`config.mk`:
```
export PLATFORM = sky130hd
export DESIGN_NAME = zet_fetch_port_flat
export DESIGN_NICKNAME = d
export VERILOG_FILES = /design/src/rtl/zet_fetch_port_if.sv /design/src/rtl/zet_fetch_port.sv /design/src/flat_wrapper.sv
export SDC_FILE = /design/constraint.sdc
export NUM_CORES = 1
export LEC_CHECK = 0
export ABC_AREA = 1
export BUFFER_PORTS_ARGS = -buffer_cell sky130_fd_sc_hd__clkbuf_2
export CORE_ASPECT_RATIO = 0.5
export CORE_MARGIN = 8
export CORE_UTILIZATION = 59
export DETAILED_ROUTE_END_ITERATION = 10
export PLACE_DENSITY = 0.89
export SETUP_SLACK_MARGIN = 0.4
export SLEW_MARGIN = 20
export SYNTH_ARGS = -nofsm -noshare
export SYNTH_HDL_FRONTEND = slang
export SYNTH_SLANG_ARGS = --single-unit
```
`constraint.sdc`:
```
create_clock -name clk -period 3.25 [get_ports clk]
set_input_delay 0.1625 -clock clk [delete_from_list [all_inputs] [get_ports clk]]
set_output_delay 0.1625 -clock clk [all_outputs]
set_load 0.01 [all_outputs]
```
`src/rtl/zet_fetch_port_if.sv`:
```
// Read-only 16-bit Wishbone link between the fetch port and the memory arbiter.
//   wb_adr_o  word address (byte address [19:1])
//   wb_sel_o  byte selects, always both lanes
//   wb_cyc_o  bus cycle active
//   wb_stb_o  strobe, tracks wb_cyc_o
//   wb_dat_i  little-endian read data
//   wb_ack_i  read data valid / cycle end
// master: the fetch port side; slave: the arbiter/memory side.
interface zet_fetch_port_if;
    localparam int unsigned ADR_W = 19;
    localparam int unsigned DAT_W = 16;
    localparam int unsigned SEL_W = 2;

    logic [ADR_W-1:0] wb_adr_o;
    logic [SEL_W-1:0] wb_sel_o;
    logic             wb_cyc_o;
    logic             wb_stb_o;
    logic [DAT_W-1:0] wb_dat_i;
    logic             wb_ack_i;

    modport master (
        output wb_adr_o,
        output wb_sel_o,
        output wb_cyc_o,
        output wb_stb_o,
        input  wb_dat_i,
        input  wb_ack_i
    );

    modport slave (
        input  wb_adr_o,
        input  wb_sel_o,
        input  wb_cyc_o,
        input  wb_stb_o,
        output wb_dat_i,
        output wb_ack_i
    );
endinterface

```
`src/rtl/zet_fetch_port.sv`:
```
// Instruction-byte server for the Zet fetch/decode unit.
// Serves {pc, bytefetch} requests from a two-word line buffer (words B and B+1),
// refilled over a read-only Wishbone master port. Hits are answered in the same
// cycle; block is held high until the requested bytes are present.
//   clk        system clock
//   rst        synchronous reset, active high
//   fetch_en   fetch unit is requesting bytes this cycle
//   pc         linear byte address of the first requested byte
//   bytefetch  1: one byte requested; 0: two bytes (pc, pc+1)
//   flush      IP/CS written; invalidates the buffer
//   data       [7:0] byte at pc, [15:8] byte at pc+1 (zero for byte fetches)
//   block      request not yet satisfiable
//   wb         Wishbone master (see zet_fetch_port_if)
// PREFETCH: when non-zero, idle cycles fill the word after the buffer base.
module zet_fetch_port #(
    parameter int unsigned PREFETCH = 1
) (
    input  logic             clk,
    input  logic             rst,
    input  logic             fetch_en,
    input  logic [19:0]      pc,
    input  logic             bytefetch,
    input  logic             flush,
    output logic [15:0]      data,
    output logic             block,
    zet_fetch_port_if.master wb
);
    localparam int unsigned AW    = 20;
    localparam int unsigned WAW   = AW - 1;
    localparam int unsigned DW    = 16;
    localparam int unsigned BW    = 8;
    localparam bit          PF_EN = (PREFETCH != 0);

    typedef enum logic [1:0] {
        S_IDLE,
        S_RD,
        S_DROP
    } state_t;

    state_t         state;
    logic [WAW-1:0] b_tag;
    logic [DW-1:0]  w0;
    logic [DW-1:0]  w1;
    logic           v0;
    logic           v1;
    logic           tgt;
    logic [WAW-1:0] adr_q;
    logic           cyc_q;

    logic [WAW-1:0] b_inc;
    logic [AW-1:0]  pc1;
    logic [WAW-1:0] pc_w;
    logic [WAW-1:0] pc1_w;
    logic           lo_in0;
    logic           lo_in1;
    logic           hi_in0;
    logic           hi_in1;
    logic           lo_hit;
    logic           hi_hit;
    logic [DW-1:0]  lo_word;
    logic [DW-1:0]  hi_word;
    logic [BW-1:0]  lo_byte;
    logic [BW-1:0]  hi_byte;
    logic           need_hi;
    logic           slide;
    logic           pf_req;

    // Buffer lookup for the byte at pc and the byte at pc+1 (both wrap modulo the space).
    always_comb begin
        b_inc   = b_tag + WAW'(1);
        pc1     = pc + AW'(1);
        pc_w    = pc[AW-1:1];
        pc1_w   = pc1[AW-1:1];

        lo_in0  = (pc_w == b_tag) & v0;
        lo_in1  = (pc_w == b_inc) & v1;
        hi_in0  = (pc1_w == b_tag) & v0;
        hi_in1  = (pc1_w == b_inc) & v1;
        lo_hit  = lo_in0 | lo_in1;
        hi_hit  = hi_in0 | hi_in1;

        lo_word = lo_in0 ? w0 : w1;
        hi_word = hi_in0 ? w0 : w1;
        lo_byte = pc[0]  ? lo_word[DW-1:BW] : lo_word[BW-1:0];
        hi_byte = pc1[0] ? hi_word[DW-1:BW] : hi_word[BW-1:0];

        // Odd word fetch whose first byte sits in w0 and whose second byte is in the missing B+1.
        need_hi = fetch_en & ~bytefetch & lo_in0 & ~hi_hit;
        // pc has moved into w1: shift the window forward. This also covers an odd word
        // fetch at the top of w1 whose second byte lies in B+2, which can only be
        // reached by sliding first and then filling the new B+1.
        slide   = fetch_en & lo_in1;
        pf_req  = PF_EN & v0 & ~v1;
    end

    // Fetch-side response: zero wait states on a hit.
    always_comb begin
        block = rst | (fetch_en & ~(lo_hit & (bytefetch | hi_hit)));
        data  = '0;
        if (fetch_en) begin
            data = {(bytefetch ? BW'(0) : hi_byte), lo_byte};
        end
    end

    assign wb.wb_adr_o = adr_q;
    assign wb.wb_sel_o = 2'b11;
    assign wb.wb_cyc_o = cyc_q;
    assign wb.wb_stb_o = cyc_q;

    // Buffer and bus-cycle controller.
    always_ff @(posedge clk) begin
        if (rst) begin
            state <= S_IDLE;
            b_tag <= '0;
            w0    <= '0;
            w1    <= '0;
            v0    <= 1'b0;
            v1    <= 1'b0;
            tgt   <= 1'b0;
            adr_q <= '0;
            cyc_q <= 1'b0;
        end else begin
            case (state)
                S_IDLE: begin
                    if (flush) begin
                        // Invalidate only; the new target is fetched once flush drops.
                        v0 <= 1'b0;
                        v1 <= 1'b0;
                    end else if (fetch_en & ~lo_hit) begin
                        // Cold miss: rebase the window on the requested word.
                        b_tag <= pc_w;
                        v0    <= 1'b0;
                        v1    <= 1'b0;
                        tgt   <= 1'b0;
                        adr_q <= pc_w;
                        cyc_q <= 1'b1;
                        state <= S_RD;
                    end else if (need_hi) begin
                        tgt   <= 1'b1;
                        adr_q <= b_inc;
                        cyc_q <= 1'b1;
                        state <= S_RD;
                    end else if (slide) begin
                        b_tag <= b_inc;
                        w0    <= w1;
                        v1    <= 1'b0;
                    end else if (pf_req) begin
                        tgt   <= 1'b1;
                        adr_q <= b_inc;
                        cyc_q <= 1'b1;
                        state <= S_RD;
                    end
                end

                S_RD: begin
                    if (wb.wb_ack_i) begin
                        cyc_q <= 1'b0;
                        state <= S_IDLE;
                        if (flush) begin
                            // Data belongs to the old stream; discard it.
                            v0 <= 1'b0;
                            v1 <= 1'b0;
                        end else if (tgt) begin
                            w1 <= wb.wb_dat_i;
                            v1 <= 1'b1;
                        end else begin
                            w0 <= wb.wb_dat_i;
                            v0 <= 1'b1;
                        end
                    end else if (flush) begin
                        // The cycle must still complete; its data will be dropped.
                        v0    <= 1'b0;
                        v1    <= 1'b0;
                        state <= S_DROP;
                    end
                end

                S_DROP: begin
                    if (flush) begin
                        v0 <= 1'b0;
                        v1 <= 1'b0;
                    end
                    if (wb.wb_ack_i) begin
                        cyc_q <= 1'b0;
                        state <= S_IDLE;
                    end
                end

                default: begin
                    cyc_q <= 1'b0;
                    state <= S_IDLE;
                end
            endcase
        end
    end
endmodule

```
`src/flat_wrapper.sv`:
```
// flat-port wrapper written by rule: the top's interface ports become plain ports
module zet_fetch_port_flat 
#(
    parameter int unsigned PREFETCH = 1
)
  (clk, rst, fetch_en, pc, bytefetch, flush, data, block, wb_wb_adr_o, wb_wb_sel_o, wb_wb_cyc_o, wb_wb_stb_o, wb_wb_dat_i, wb_wb_ack_i);
  zet_fetch_port_if wb_i ();
  input  logic clk;
  input  logic rst;
  input  logic fetch_en;
  input  logic [19:0] pc;
  input  logic bytefetch;
  input  logic flush;
  output logic [15:0] data;
  output logic block;
  output wire logic [$bits(wb_i.wb_adr_o)-1:0] wb_wb_adr_o;
  output wire logic [$bits(wb_i.wb_sel_o)-1:0] wb_wb_sel_o;
  output wire logic [$bits(wb_i.wb_cyc_o)-1:0] wb_wb_cyc_o;
  output wire logic [$bits(wb_i.wb_stb_o)-1:0] wb_wb_stb_o;
  input wire logic [$bits(wb_i.wb_dat_i)-1:0] wb_wb_dat_i;
  input wire logic [$bits(wb_i.wb_ack_i)-1:0] wb_wb_ack_i;
  assign wb_wb_adr_o = wb_i.wb_adr_o;
  assign wb_wb_sel_o = wb_i.wb_sel_o;
  assign wb_wb_cyc_o = wb_i.wb_cyc_o;
  assign wb_wb_stb_o = wb_i.wb_stb_o;
  assign wb_i.wb_dat_i = wb_wb_dat_i;
  assign wb_i.wb_ack_i = wb_wb_ack_i;
  zet_fetch_port #(.PREFETCH(PREFETCH)) u_core (.clk(clk), .rst(rst), .fetch_en(fetch_en), .pc(pc), .bytefetch(bytefetch), .flush(flush), .data(data), .block(block), .wb(wb_i));
endmodule
```
==> flow_metrics.env, run 1 <==
export IMPL_maxSlewHeadroom_pct=40.3
export IMPL_avgRoutedWirePerCell_um=16.9
export IMPL_first_global_vias=6696
export IMPL_place_area_um2=6720
export IMPL_grt_overflow_total=0
export IMPL_drive_above_1_share_pct=20.4
export IMPL_area_delta_synth_final_pct=22.7
export IMPL_grt_pass1_wl_um=33800
export IMPL_path_clk_slew_ps=60
export IMPL_worstSetupStartpointType="flip-flop"
export IMPL_synth_warnings=0
export IMPL_htree_levels=3
export IMPL_setup_viol=0
export IMPL_drt_wl_total_um=22100
export IMPL_cts_root_buf="clkbuf_16"
export IMPL_cp_end_kind="output port"
export IMPL_grt_usage_pct=29.3
export IMPL_rsz0062_at_grt="true"
export IMPL_p_leak_nw=3.42
export IMPL_syn_area_um2=6220
export IMPL_cts_path_max_buffers=2
export IMPL_crit_fanout=7
export IMPL_start_util_pct=60.9
export IMPL_grt_max_degree=39
export IMPL_num_vias=7617
export IMPL_p_per_area_nw_per_um2=535
export IMPL_maxCapViolCount=0
export IMPL_viasPerCell=5.83
export IMPL_hold_violations=0
export IMPL_hp_start="wb_wb_dat_i[15]"
export IMPL_ios=82
export IMPL_synth_area_top_cells="dfxtp_1 (24%), nand2_1 (20%), a21oi_1 (8.6%)"
export IMPL_worst_pin_slew_ps=894
export IMPL_drt_pass1_iterations=6
export IMPL_status="finished clean"
export IMPL_numPortBuffers=79
export IMPL_fin_area_um2=7630
export IMPL_synth_avg_cell_area_um2=5.75
export IMPL_place_congestion=1.03
export IMPL_coreArea_um2=10200
export IMPL_die_x_um=161
export IMPL_insertion_delay_ps=340
export IMPL_hold_class="input pin to flip-flop"
export IMPL_hold_depth=3
export IMPL_cp_arrival_ps=2680
export IMPL_drv_slew=0
export IMPL_period_share_pct=87.5
export IMPL_dp_hpwl_um=16300
export IMPL_critical_path_startpoint="u_core.b_tag[0]"
export IMPL_nNetsFinal=1209
export IMPL_utilization_pct=74.7
export IMPL_yosysTopAreaCellShare_pct=24.5
export IMPL_die_area_um2=14300
export IMPL_num_antenna_cells=0
export IMPL_cp_required_ps=3090
export IMPL_yosys_area_top_type="dfxtp_1"
export IMPL_cts_hold_buffers=0
export IMPL_fmax_mhz=352
export IMPL_r2r_start="u_core.b_tag[3]"
export IMPL_rows=26
export IMPL_r2r_cells=19
export IMPL_ys_ff_latch=76
export IMPL_setup_tns_ps=0
export IMPL_antenna_left=0
export IMPL_worstSetupPathType="flip-flop to output port"
export IMPL_finClkSkew_ps=5.11
export IMPL_cts_tree="done"
export IMPL_antenna_found_initial=0
export IMPL_drc=0
export IMPL_seq_area_frac_synth_pct=24.5
export IMPL_die_y_um=88.6
export IMPL_detail_route_iter0_violations=774
export IMPL_vdd_drop_max_mv=0.393
export IMPL_syn_inst=1082
export IMPL_clock_sinks=76
export IMPL_cts_buffers=9
export IMPL_synth_cell_types=37
export IMPL_period_needed_ps=2840
## sequential cells by signal, indices dropped and copies added (netlist names)
register and count:
u_core.wb.wb_adr_o 19, u_core.v1 1, u_core.tgt 1, u_core.b_tag 19, u_core.state 2, u_core.w1 16
u_core.v0 1, u_core.wb.wb_cyc_o 1, u_core.w0 16
## worst max-delay path, cell delays in order (launching register included)
cell and delay [ps]:
dfxtp_4 380, xor2_1 170, or2_2 280, nor2_2 110, nand3_1 70, nor2_1 100, nand2_1 100, nor2_4 160
nand3_4 160, buf_6 180, a21oi_1 140, o21ai_0 150, a21oi_1 170, clkbuf_2 160
## synthesized netlist by cell type
master / number
o21ai_0: 81
nand2_2: 6
ha_1: 6
nand2_1: 336
o22ai_1: 2
and2_1: 1
xnor2_1: 8
o21ai_1: 20
clkinv_1: 2
nor2_4: 3
or2_2: 2
buf_2: 19
nand3_4: 1
o211ai_1: 6
buf_6: 1
o2111ai_1: 1
nor3_1: 5
inv_2: 4
nand3_2: 7
nor2_2: 6
nand3_1: 73
conb_1: 1
nand2_4: 2
nand3b_1: 4
inv_6: 1
clkbuf_1: 20
inv_1: 98
nor2_1: 113
buf_1: 4
clkbuf_2: 3
nand4_1: 19
nor3_2: 1
xor2_1: 30
a21oi_1: 107
buf_4: 10
dfxtp_1: 76
nor4_1: 3
## report_power, final
part | leakage (nW) | switching, mW | internal, mW
Sequential | 0.626 | 0.142 | 1.08
Combinational | 2.62 | 1.12 | 0.561
Clock | 0.169 | 0.408 | 0.771
Total | 3.42 | 1.67 | 2.41
## cells by family (layout without fill, tap and decap cells)
kind of cell               count (synthesis)  in the layout  share of synthesized area (%)
buffers and inverters                    162            244                           11.0
DFF                                       76             76                           24.5
other                                      1              2                         0.0603
xor gates and xnor gates                  38             38                           5.35
and+or+nand+nor                          582            583                           40.1
AOI/OAI and AO/OA                        217            217                           17.8
adders and majority gates                  6              6                           1.21
## through the flow
| step | setup slack [ps] | std cells | power [mW] | hold slack [ps] |
|---|---|---|---|---|
| 2_1_floorplan | 893 | 1083 | 2.27 | 354 |
| 3_3_place_gp | 151 | 1268 | 2.68 | 451 |
| 3_5_place_dp | 127 | 1268 | 2.72 | 459 |
| 4_1_cts | 356 | 1285 | 3.92 | 127 |
| 5_1_grt | 311 | 1306 | 4.30 | 148 |
| 6_report | 407 | 1306 | 4.08 | 131 |
## what timing repair did
item | in CTS | in global routing
setup buffers | 1 | 18
setup endpoints to repair | 71 | 73
resized for setup | 24 | 96
hold endpoints to repair | 0 | 0
cloned | 0 | 3
pin swaps | 3 | 33
## metal layers
metal	GRT usage [%]	wire length, um
met4	5.92	394
met3	6.69	2620
met2	47.0	9490
met5	0	0
met1	39.8	9570
## cell usage in the layout, fill, tap and decap left out, drive strengths merged
cell type  count
nand2        344
nor2         122
a21oi        107
inv          103
o21ai        101
nand3         82
clkbuf        81
dfxtp         76
buf           52
xor2          30
nand4         19
xnor2          8
o211ai         6
ha             6
nor3           6
nand3b         4
clkinv         4
bufinv         3
nor4           3
or2            2
o22ai          2
conb           2
and2           1
o2111ai        1
clkinvlp       1
## cell type report
cell class,instances,area [um^2]
Multi-Input combinational cell,846,4360
Timing Repair Buffer,123,790
Clock inverter,6,111
Clock buffer,10,239
Fill cell,841,2580
Sequential cell,76,1550
Inverter,105,402
Tap cell,140,175
## final timing paths
kind	endpoint	slack, ps
min reg2reg	u_core.wb.wb_adr_o[0]	470
min	u_core.w1[15]	130
max	data[12]	410
max reg2reg	u_core.wb.wb_adr_o[6]	450
Power figures use the tool's default switching activity.
==> run 2: changes to the inputs <==
--- a/config.mk
+++ b/config.mk
@@ -11,7 +11,8 @@
 export CORE_MARGIN = 8
 export CORE_UTILIZATION = 59
 export DETAILED_ROUTE_END_ITERATION = 10
-export PLACE_DENSITY = 0.89
+export HOLD_SLACK_MARGIN = 0.1
+export PLACE_DENSITY = 0.81
 export SETUP_SLACK_MARGIN = 0.4
 export SLEW_MARGIN = 20
 export SYNTH_ARGS = -nofsm -noshare
==> flow_metrics.env, run 2 (same netlist as run 1, synthesis figures left out) <==
export IMPL_grt_overflow_total=0
export IMPL_fmax_mhz=354
export IMPL_die_y_um=88.6
export IMPL_maxCapViolCount=0
export IMPL_cts_root_buf="clkbuf_16"
export IMPL_antenna_found_initial=0
export IMPL_worst_pin_slew_ps=967
export IMPL_mostFrequentLayoutCells="nand2_1 (333), a21oi_1 (105), nor2_1 (99)"
export IMPL_fin_ws_ps=428
export IMPL_rsz0062_at_grt="true"
export IMPL_r2r_slack_ps=500
export IMPL_insertion_delay_ps=330
export IMPL_area_delta_synth_final_pct=19.2
export IMPL_clock_sinks=76
export IMPL_num_vias=7426
export IMPL_dp_hpwl_um=16000
export IMPL_hp_start="wb_wb_dat_i[1]"
export IMPL_period_needed_ps=2820
export IMPL_detail_route_iter0_violations=809
export IMPL_rows=26
export IMPL_min_to="u_core.w1[1]"
export IMPL_worstSetupPathType="flip-flop to output port"
export IMPL_ios=82
export IMPL_cts_buffers=9
export IMPL_cp_required_ps=3090
export IMPL_finClkSkew_ps=5.54
export IMPL_cts_hold_buffers=0
export IMPL_drc=0
export IMPL_grt_pass1_wl_um=33400
export IMPL_die_x_um=161
export IMPL_r2r_cells=18
export IMPL_hold_class="input pin to flip-flop"
export IMPL_p_per_area_nw_per_um2=533
export IMPL_start_util_pct=60.9
export IMPL_cts_path_max_buffers=2
export IMPL_path_clk_slew_ps=60
export IMPL_hold_violations=0
export IMPL_place_congestion=1.06
export IMPL_p_leak_nw=3.33
export IMPL_period_share_pct=86.8
export IMPL_drv_slew=0
export IMPL_grt_max_degree=39
export IMPL_cp_arrival_ps=2660
export IMPL_coreArea_um2=10200
export IMPL_antenna_left=0
export IMPL_viasPerCell=5.75
export IMPL_cp_end_kind="output port"
export IMPL_rr_endpoint="u_core.wb.wb_adr_o[16]"
export IMPL_r2r_start="u_core.b_tag[1]"
export IMPL_status="finished clean"
export IMPL_grt_usage_pct=29.1
export IMPL_htree_levels=3
export IMPL_drive_above_1_share_pct=18.0
export IMPL_num_antenna_cells=0
export IMPL_worstSetupStartpointType="flip-flop"
export IMPL_dp_slack_ps=158
export IMPL_final_common_cell="nand2_1"
export IMPL_first_global_vias=6491
export IMPL_drt_wl_total_um=21800
export IMPL_numPortBuffers=79
export IMPL_die_area_um2=14300
export IMPL_crit_fanout=17
export IMPL_hold_depth=3
export IMPL_setup_viol=0
export IMPL_avgRoutedWirePerCell_um=16.9
export IMPL_drt_pass1_iterations=7
export IMPL_maxSlewHeadroom_pct=35.4
export IMPL_nNetsFinal=1194
export IMPL_setup_tns_ps=0
export IMPL_vdd_drop_max_mv=0.384
export IMPL_cts_tree="done"
run 2: cell count changes in the layout (fill, tap and decap cells not counted), moves of 4 or more:
cell     before  now
nor2_4       13    9
nand2_2      15    9
o21ai_0      66   70
buf_4        34   19
nor2_1       94   99
o21ai_1      31   25
nand2_1     326  333
dfxtp_4       6    2
run 2: critical path: stages (launching register included):
cell and delay (ps):
dfxtp_4 380, xor2_1 180, or2_2 300, nor2_4 140, nand3_1 80, nor2_1 100, nand2_1 60, nor2_1 110
nand3_2 120, buf_4 190, clkbuf_16 180, o21ai_0 210, a21oi_1 130, buf_2 160
run 2: final cells by class:
| cell class | count | area [um^2] |
|---|---|---|
| Inverter | 105 | 403 |
| Timing Repair Buffer | 108 | 731 |
| Tap cell | 140 | 175 |
| Clock inverter | 6 | 88.8 |
| Fill cell | 921 | 2810 |
| Multi-Input combinational cell | 846 | 4250 |
| Clock buffer | 10 | 229 |
| Sequential cell | 76 | 1540 |
run 2: where the power goes:
group,leakage (nW),internal (mW),switching (mW)
Clock,0.149,0.672,0.399
Sequential,0.624,1.08,0.141
Combinational,2.55,0.560,1.10
run 2: routing by layer:
| metal | wire length (um) | vias to the layer above | part of all wire, % | global-route usage (%) |
|---|---|---|---|---|
| met5 | 0 | - | 0 | 0 |
| met4 | 238 | 0 | 1.1 | 5.75 |
| met3 | 2870 | 32 | 13 | 8.59 |
| met2 | 9390 | 443 | 43 | 46.5 |
| met1 | 9320 | 3347 | 43 | 38.4 |
| li1 | - | 3604 | - | - |
run 2: worst max path at each step:
stage	slack, ps	start	depth (start not counted)	to
after detailed placement	160	u_core.b_tag[0]	17	u_core.wb.wb_adr_o[7]
final	430	u_core.b_tag[0]	13	data[13]
after global routing	320	u_core.b_tag[1]	18	u_core.wb.wb_adr_o[17]
after global placement	220	u_core.b_tag[0]	17	u_core.wb.wb_adr_o[7]
after CTS	370	u_core.b_tag[0]	16	block
after floorplan	890	u_core.b_tag[1]	15	u_core.w0[0]
run 2: through the flow:
step	power [mW]	cells	util [%]	instance area [um^2]	hold WS [ps]
6_report	3.95	1291	72.5	7410	122
4_1_cts	3.79	1280	69.0	7050	120
3_3_place_gp	2.68	1262	65.3	6680	456
5_1_grt	4.17	1291	72.5	7410	132
3_5_place_dp	2.70	1262	65.3	6680	463
2_1_floorplan	2.27	1083	-	6220	354
run 2: timing repair:
action / 4_1_cts / 5_1_grt
setup buffers: 1 / 8
endpoints found under the setup margin: 66 / 75
gates cloned: 1 / 3
gates resized for setup: 11 / 75
pin swaps: 1 / 20
==> run 3: changes to the inputs <==
--- a/config.mk
+++ b/config.mk
@@ -9,10 +9,10 @@
 export BUFFER_PORTS_ARGS = -buffer_cell sky130_fd_sc_hd__clkbuf_2
 export CORE_ASPECT_RATIO = 0.5
 export CORE_MARGIN = 8
-export CORE_UTILIZATION = 59
+export CORE_UTILIZATION = 54
 export DETAILED_ROUTE_END_ITERATION = 10
 export HOLD_SLACK_MARGIN = 0.1
-export PLACE_DENSITY = 0.81
+export PLACE_DENSITY = 0.78
 export SETUP_SLACK_MARGIN = 0.4
 export SLEW_MARGIN = 20
 export SYNTH_ARGS = -nofsm -noshare
==> constraint.sdc (replaced) <==
create_clock -name clk -period 2.55 [get_ports clk]
set_input_delay 0.1275 -clock clk [delete_from_list [all_inputs] [get_ports clk]]
set_output_delay 0.1275 -clock clk [all_outputs]
set_load 0.01 [all_outputs]
==> flow_metrics.env, run 3 <==
export IMPL_synth_edf_count=0
export IMPL_stop_stage="global routing"
export IMPL_dp_hpwl_um=18800
export IMPL_synth_avg_cell_area_um2=5.75
export IMPL_syn_inst=1082
export IMPL_synth_cell_types=37
export IMPL_synth_common_cells="nand2_1 (336), nor2_1 (113), a21oi_1 (107), inv_1 (98), o21ai_0 (81)"
export IMPL_htree_levels=3
export IMPL_grt_max_degree=36
export IMPL_cts_path_max_buffers=2
export IMPL_clock_sinks=76
export IMPL_rows=27
export IMPL_status="aborted with a tool error"
export IMPL_start_util_pct=55.9
export IMPL_place_congestion=0.999
export IMPL_error_line="[ERROR GRT-0232] Routing congestion too high. Check the congestion heatmap in the GUI."
export IMPL_synth_flop_cell="dfxtp_1"
export IMPL_grt_overflow_total=65
export IMPL_dp_slack_ps=-300
export IMPL_grt_usage_pct=73.2
export IMPL_ios=82
export IMPL_ys_ff_latch=76
export IMPL_die_x_um=168
export IMPL_numPortBuffers=79
export IMPL_antenna_found_initial=6
export IMPL_yosysTopAreaCellShare_pct=24.5
export IMPL_dp_cells=1376
export IMPL_worst_endpoint="data[10]"
export IMPL_synth_warnings=0
export IMPL_yosys_area_top_type="dfxtp_1"
export IMPL_syn_area_um2=6220
export IMPL_die_y_um=91.9
export IMPL_synth_area_top_cells="dfxtp_1 (24%), nand2_1 (20%), a21oi_1 (8.6%)"
export IMPL_cts_buffers=9
export IMPL_seq_area_frac_synth_pct=24.5
export IMPL_async_flop_share_pct=0
export IMPL_cts_root_buf="clkbuf_16"
export IMPL_yosys_cell_count_top_type="nand2_1"
export IMPL_worst_ep_kind="primary output"
-- run 3: cell counts after synthesis --
No cell type changed its count.
-- run 3: stage by stage --
| step | util, % | hold slack (ps) | TNS, ps | cell area [um^2] |
|---|---|---|---|---|
| 2_1_floorplan | - | 319 | 0 | 6290 |
| 3_3_place_gp | 68.1 | 426 | -7670 | 7570 |
| 3_5_place_dp | 68.1 | 435 | -7700 | 7570 |
| 4_1_cts | 83.8 | 101 | -8370 | 9310 |
-- run 3: cells by family after synthesis --
kind of cell | Yosys count | synth area share (%)
simple gates | 582 | 40.1
compound gates | 217 | 17.8
buf+inv | 162 | 11.0
flops | 76 | 24.5
xor+xnor | 38 | 5.35
fa+ha+maj | 6 | 1.21
other cells | 1 | 0.0603
-- run 3: what timing repair did --
item | CTS
hold buffers | 7
cloned | 9
setup buffers | 27
pin swaps | 76
setup endpoints to repair | 77
gates resized for setup | 254
hold endpoints to repair | 7
-- run 3: metal layers --
metal  GRT overflow  track usage, %
met1              2            73.2
met5              0            34.2
met3              4            65.2
met2             34            83.9
met4             25            72.5
==> run 4: changes to the inputs <==
--- a/config.mk
+++ b/config.mk
@@ -7,13 +7,10 @@
 export LEC_CHECK = 0
 export ABC_AREA = 1
 export BUFFER_PORTS_ARGS = -buffer_cell sky130_fd_sc_hd__clkbuf_2
-export CORE_ASPECT_RATIO = 0.5
 export CORE_MARGIN = 8
-export CORE_UTILIZATION = 54
+export CORE_UTILIZATION = 40
 export DETAILED_ROUTE_END_ITERATION = 10
-export HOLD_SLACK_MARGIN = 0.1
-export PLACE_DENSITY = 0.78
-export SETUP_SLACK_MARGIN = 0.4
+export PLACE_DENSITY_LB_ADDON = 0.15
 export SLEW_MARGIN = 20
 export SYNTH_ARGS = -nofsm -noshare
 export SYNTH_HDL_FRONTEND = slang
==> constraint.sdc (replaced) <==
create_clock -name clk -period 3.3 [get_ports clk]
set_input_delay 0.165 -clock clk [delete_from_list [all_inputs] [get_ports clk]]
set_output_delay 0.165 -clock clk [all_outputs]
set_load 0.01 [all_outputs]
==> flow_metrics.env, run 4 (same netlist as run 1, synthesis figures left out) <==
export IMPL_critical_path_startpoint="u_core.b_tag[13]"
export IMPL_detail_route_iter0_violations=606
export IMPL_die_x_um=141
export IMPL_crit_end="data[6]"
export IMPL_fin_area_um2=7090
export IMPL_maxSlewHeadroom_pct=35.3
export IMPL_vdd_drop_max_mv=0.394
export IMPL_antenna_left=0
export IMPL_avgRoutedWirePerCell_um=16.5
export IMPL_first_global_vias=6494
export IMPL_grt_overflow_total=0
export IMPL_dp_slack_ps=305
export IMPL_place_area_um2=6740
export IMPL_p_per_area_nw_per_um2=522
export IMPL_dp_cells=1312
export IMPL_r2r_cells=18
export IMPL_finalPower_mw=3.70
export IMPL_nNetsFinal=1186
export IMPL_numPortBuffers=79
export IMPL_cts_hold_buffers=0
export IMPL_num_vias=7070
export IMPL_ios=82
export IMPL_viasPerCell=5.31
export IMPL_htree_levels=3
export IMPL_maxCapViolCount=0
export IMPL_rr_endpoint="u_core.wb.wb_adr_o[16]"
export IMPL_grt_pass1_wl_um=34900
export IMPL_area_delta_synth_final_pct=14.1
export IMPL_cts_root_buf="clkbuf_16"
export IMPL_cp_end_kind="output port"
export IMPL_rows=45
export IMPL_drv_slew=0
export IMPL_finClkSkew_ps=10.2
export IMPL_worst_pin_slew_ps=968
export IMPL_utilization_pct=46.7
export IMPL_start_util_pct=40.9
export IMPL_worstSetupPathType="flip-flop to output port"
export IMPL_drive_above_1_share_pct=13.6
export IMPL_insertion_delay_ps=350
export IMPL_clock_sinks=76
export IMPL_setup_viol=0
export IMPL_finalNonFillerCells=1331
export IMPL_whs_ps=113
export IMPL_mostFrequentLayoutCells="nand2_1 (336), nor2_1 (111), a21oi_1 (107)"
export IMPL_cts_buffers=9
export IMPL_drt_wl_total_um=21900
export IMPL_fin_ws_ps=207
export IMPL_dp_hpwl_um=17100
export IMPL_hold_violations=0
export IMPL_die_y_um=141
export IMPL_crit_fanout=24
export IMPL_die_area_um2=19800
export IMPL_cp_required_ps=3130
export IMPL_r2r_slack_ps=310
export IMPL_n_fill_cell=1694
export IMPL_cts_tree="done"
export IMPL_antenna_found_initial=0
export IMPL_drt_pass1_iterations=5
export IMPL_final_common_cell="nand2_1"
export IMPL_coreArea_um2=15200
export IMPL_path_clk_slew_ps=70
export IMPL_fmax_mhz=323
export IMPL_period_share_pct=93.7
export IMPL_cts_path_max_buffers=2
export IMPL_drc=0
export IMPL_num_antenna_cells=0
export IMPL_grt_usage_pct=22.1
export IMPL_hold_class="input pin to flip-flop"
export IMPL_cp_arrival_ps=2930
export IMPL_p_leak_nw=3.23
export IMPL_grt_max_degree=35
export IMPL_period_needed_ps=3090
export IMPL_status="finished clean"
export IMPL_r2r_start="u_core.b_tag[1]"
export IMPL_worstSetupStartpointType="flip-flop"
export IMPL_place_congestion=0.986
export IMPL_setup_tns_ps=0
## run 4: area by class of cell
| cell class | count | area [um^2] | share of cell area, % |
|---|---|---|---|
| Clock buffer | 9 | 225 | 3.18 |
| Clock inverter | 7 | 73.8 | 1.04 |
| Inverter | 105 | 399 | 5.63 |
| Multi-Input combinational cell | 845 | 4050 | 57.1 |
| Sequential cell | 76 | 1520 | 21.5 |
| Tap cell | 188 | 235 | 3.32 |
| Timing Repair Buffer | 101 | 586 | 8.26 |
## run 4: routing by layer
metal	track usage [%]	share of wire, %
met1	25.4	42
met2	38.2	49
met3	4.66	5.6
met4	10.6	4.1
met5	0	0
## run 4: worst min-delay path by stage
stage | from | slack, ps | depth (start not counted) | end
floorplan | wb_wb_dat_i[13] | 360 | 2 | u_core.w1[13]
CTS | wb_wb_dat_i[1] | 100 | 3 | u_core.w1[1]
global route | wb_wb_dat_i[9] | 130 | 3 | u_core.w1[9]
finish | wb_wb_dat_i[3] | 110 | 3 | u_core.w1[3]
global placement | u_core.wb.wb_adr_o[12] | 450 | 2 | u_core.wb.wb_adr_o[12]
detailed placement | u_core.wb.wb_adr_o[2] | 460 | 2 | u_core.wb.wb_adr_o[2]
## run 4: power breakdown
part / switching, mW / total, mW / internal (mW)
combinational: 1.03 / 1.52 / 0.488
sequential: 0.122 / 1.18 / 1.05
clock: 0.419 / 1.01 / 0.589
## run 4: repair_timing
item,4_1_cts,5_1_grt
endpoints found under the hold margin,0,0
endpoints found under the setup margin,0,36
buffers inserted,0,3
gates resized for setup,0,6
## run 4: critical path, stage by stage (launching register included)
cell and delay (ps):
dfxtp_1 430, inv_1 60, nand2_1 60, nand2_1 210, nor4_2 370, nand3_1 130, nor2_1 240, inv_1 200
buf_4 260, a21oi_1 140, o21ai_0 120, a21oi_1 190, clkbuf_2 170
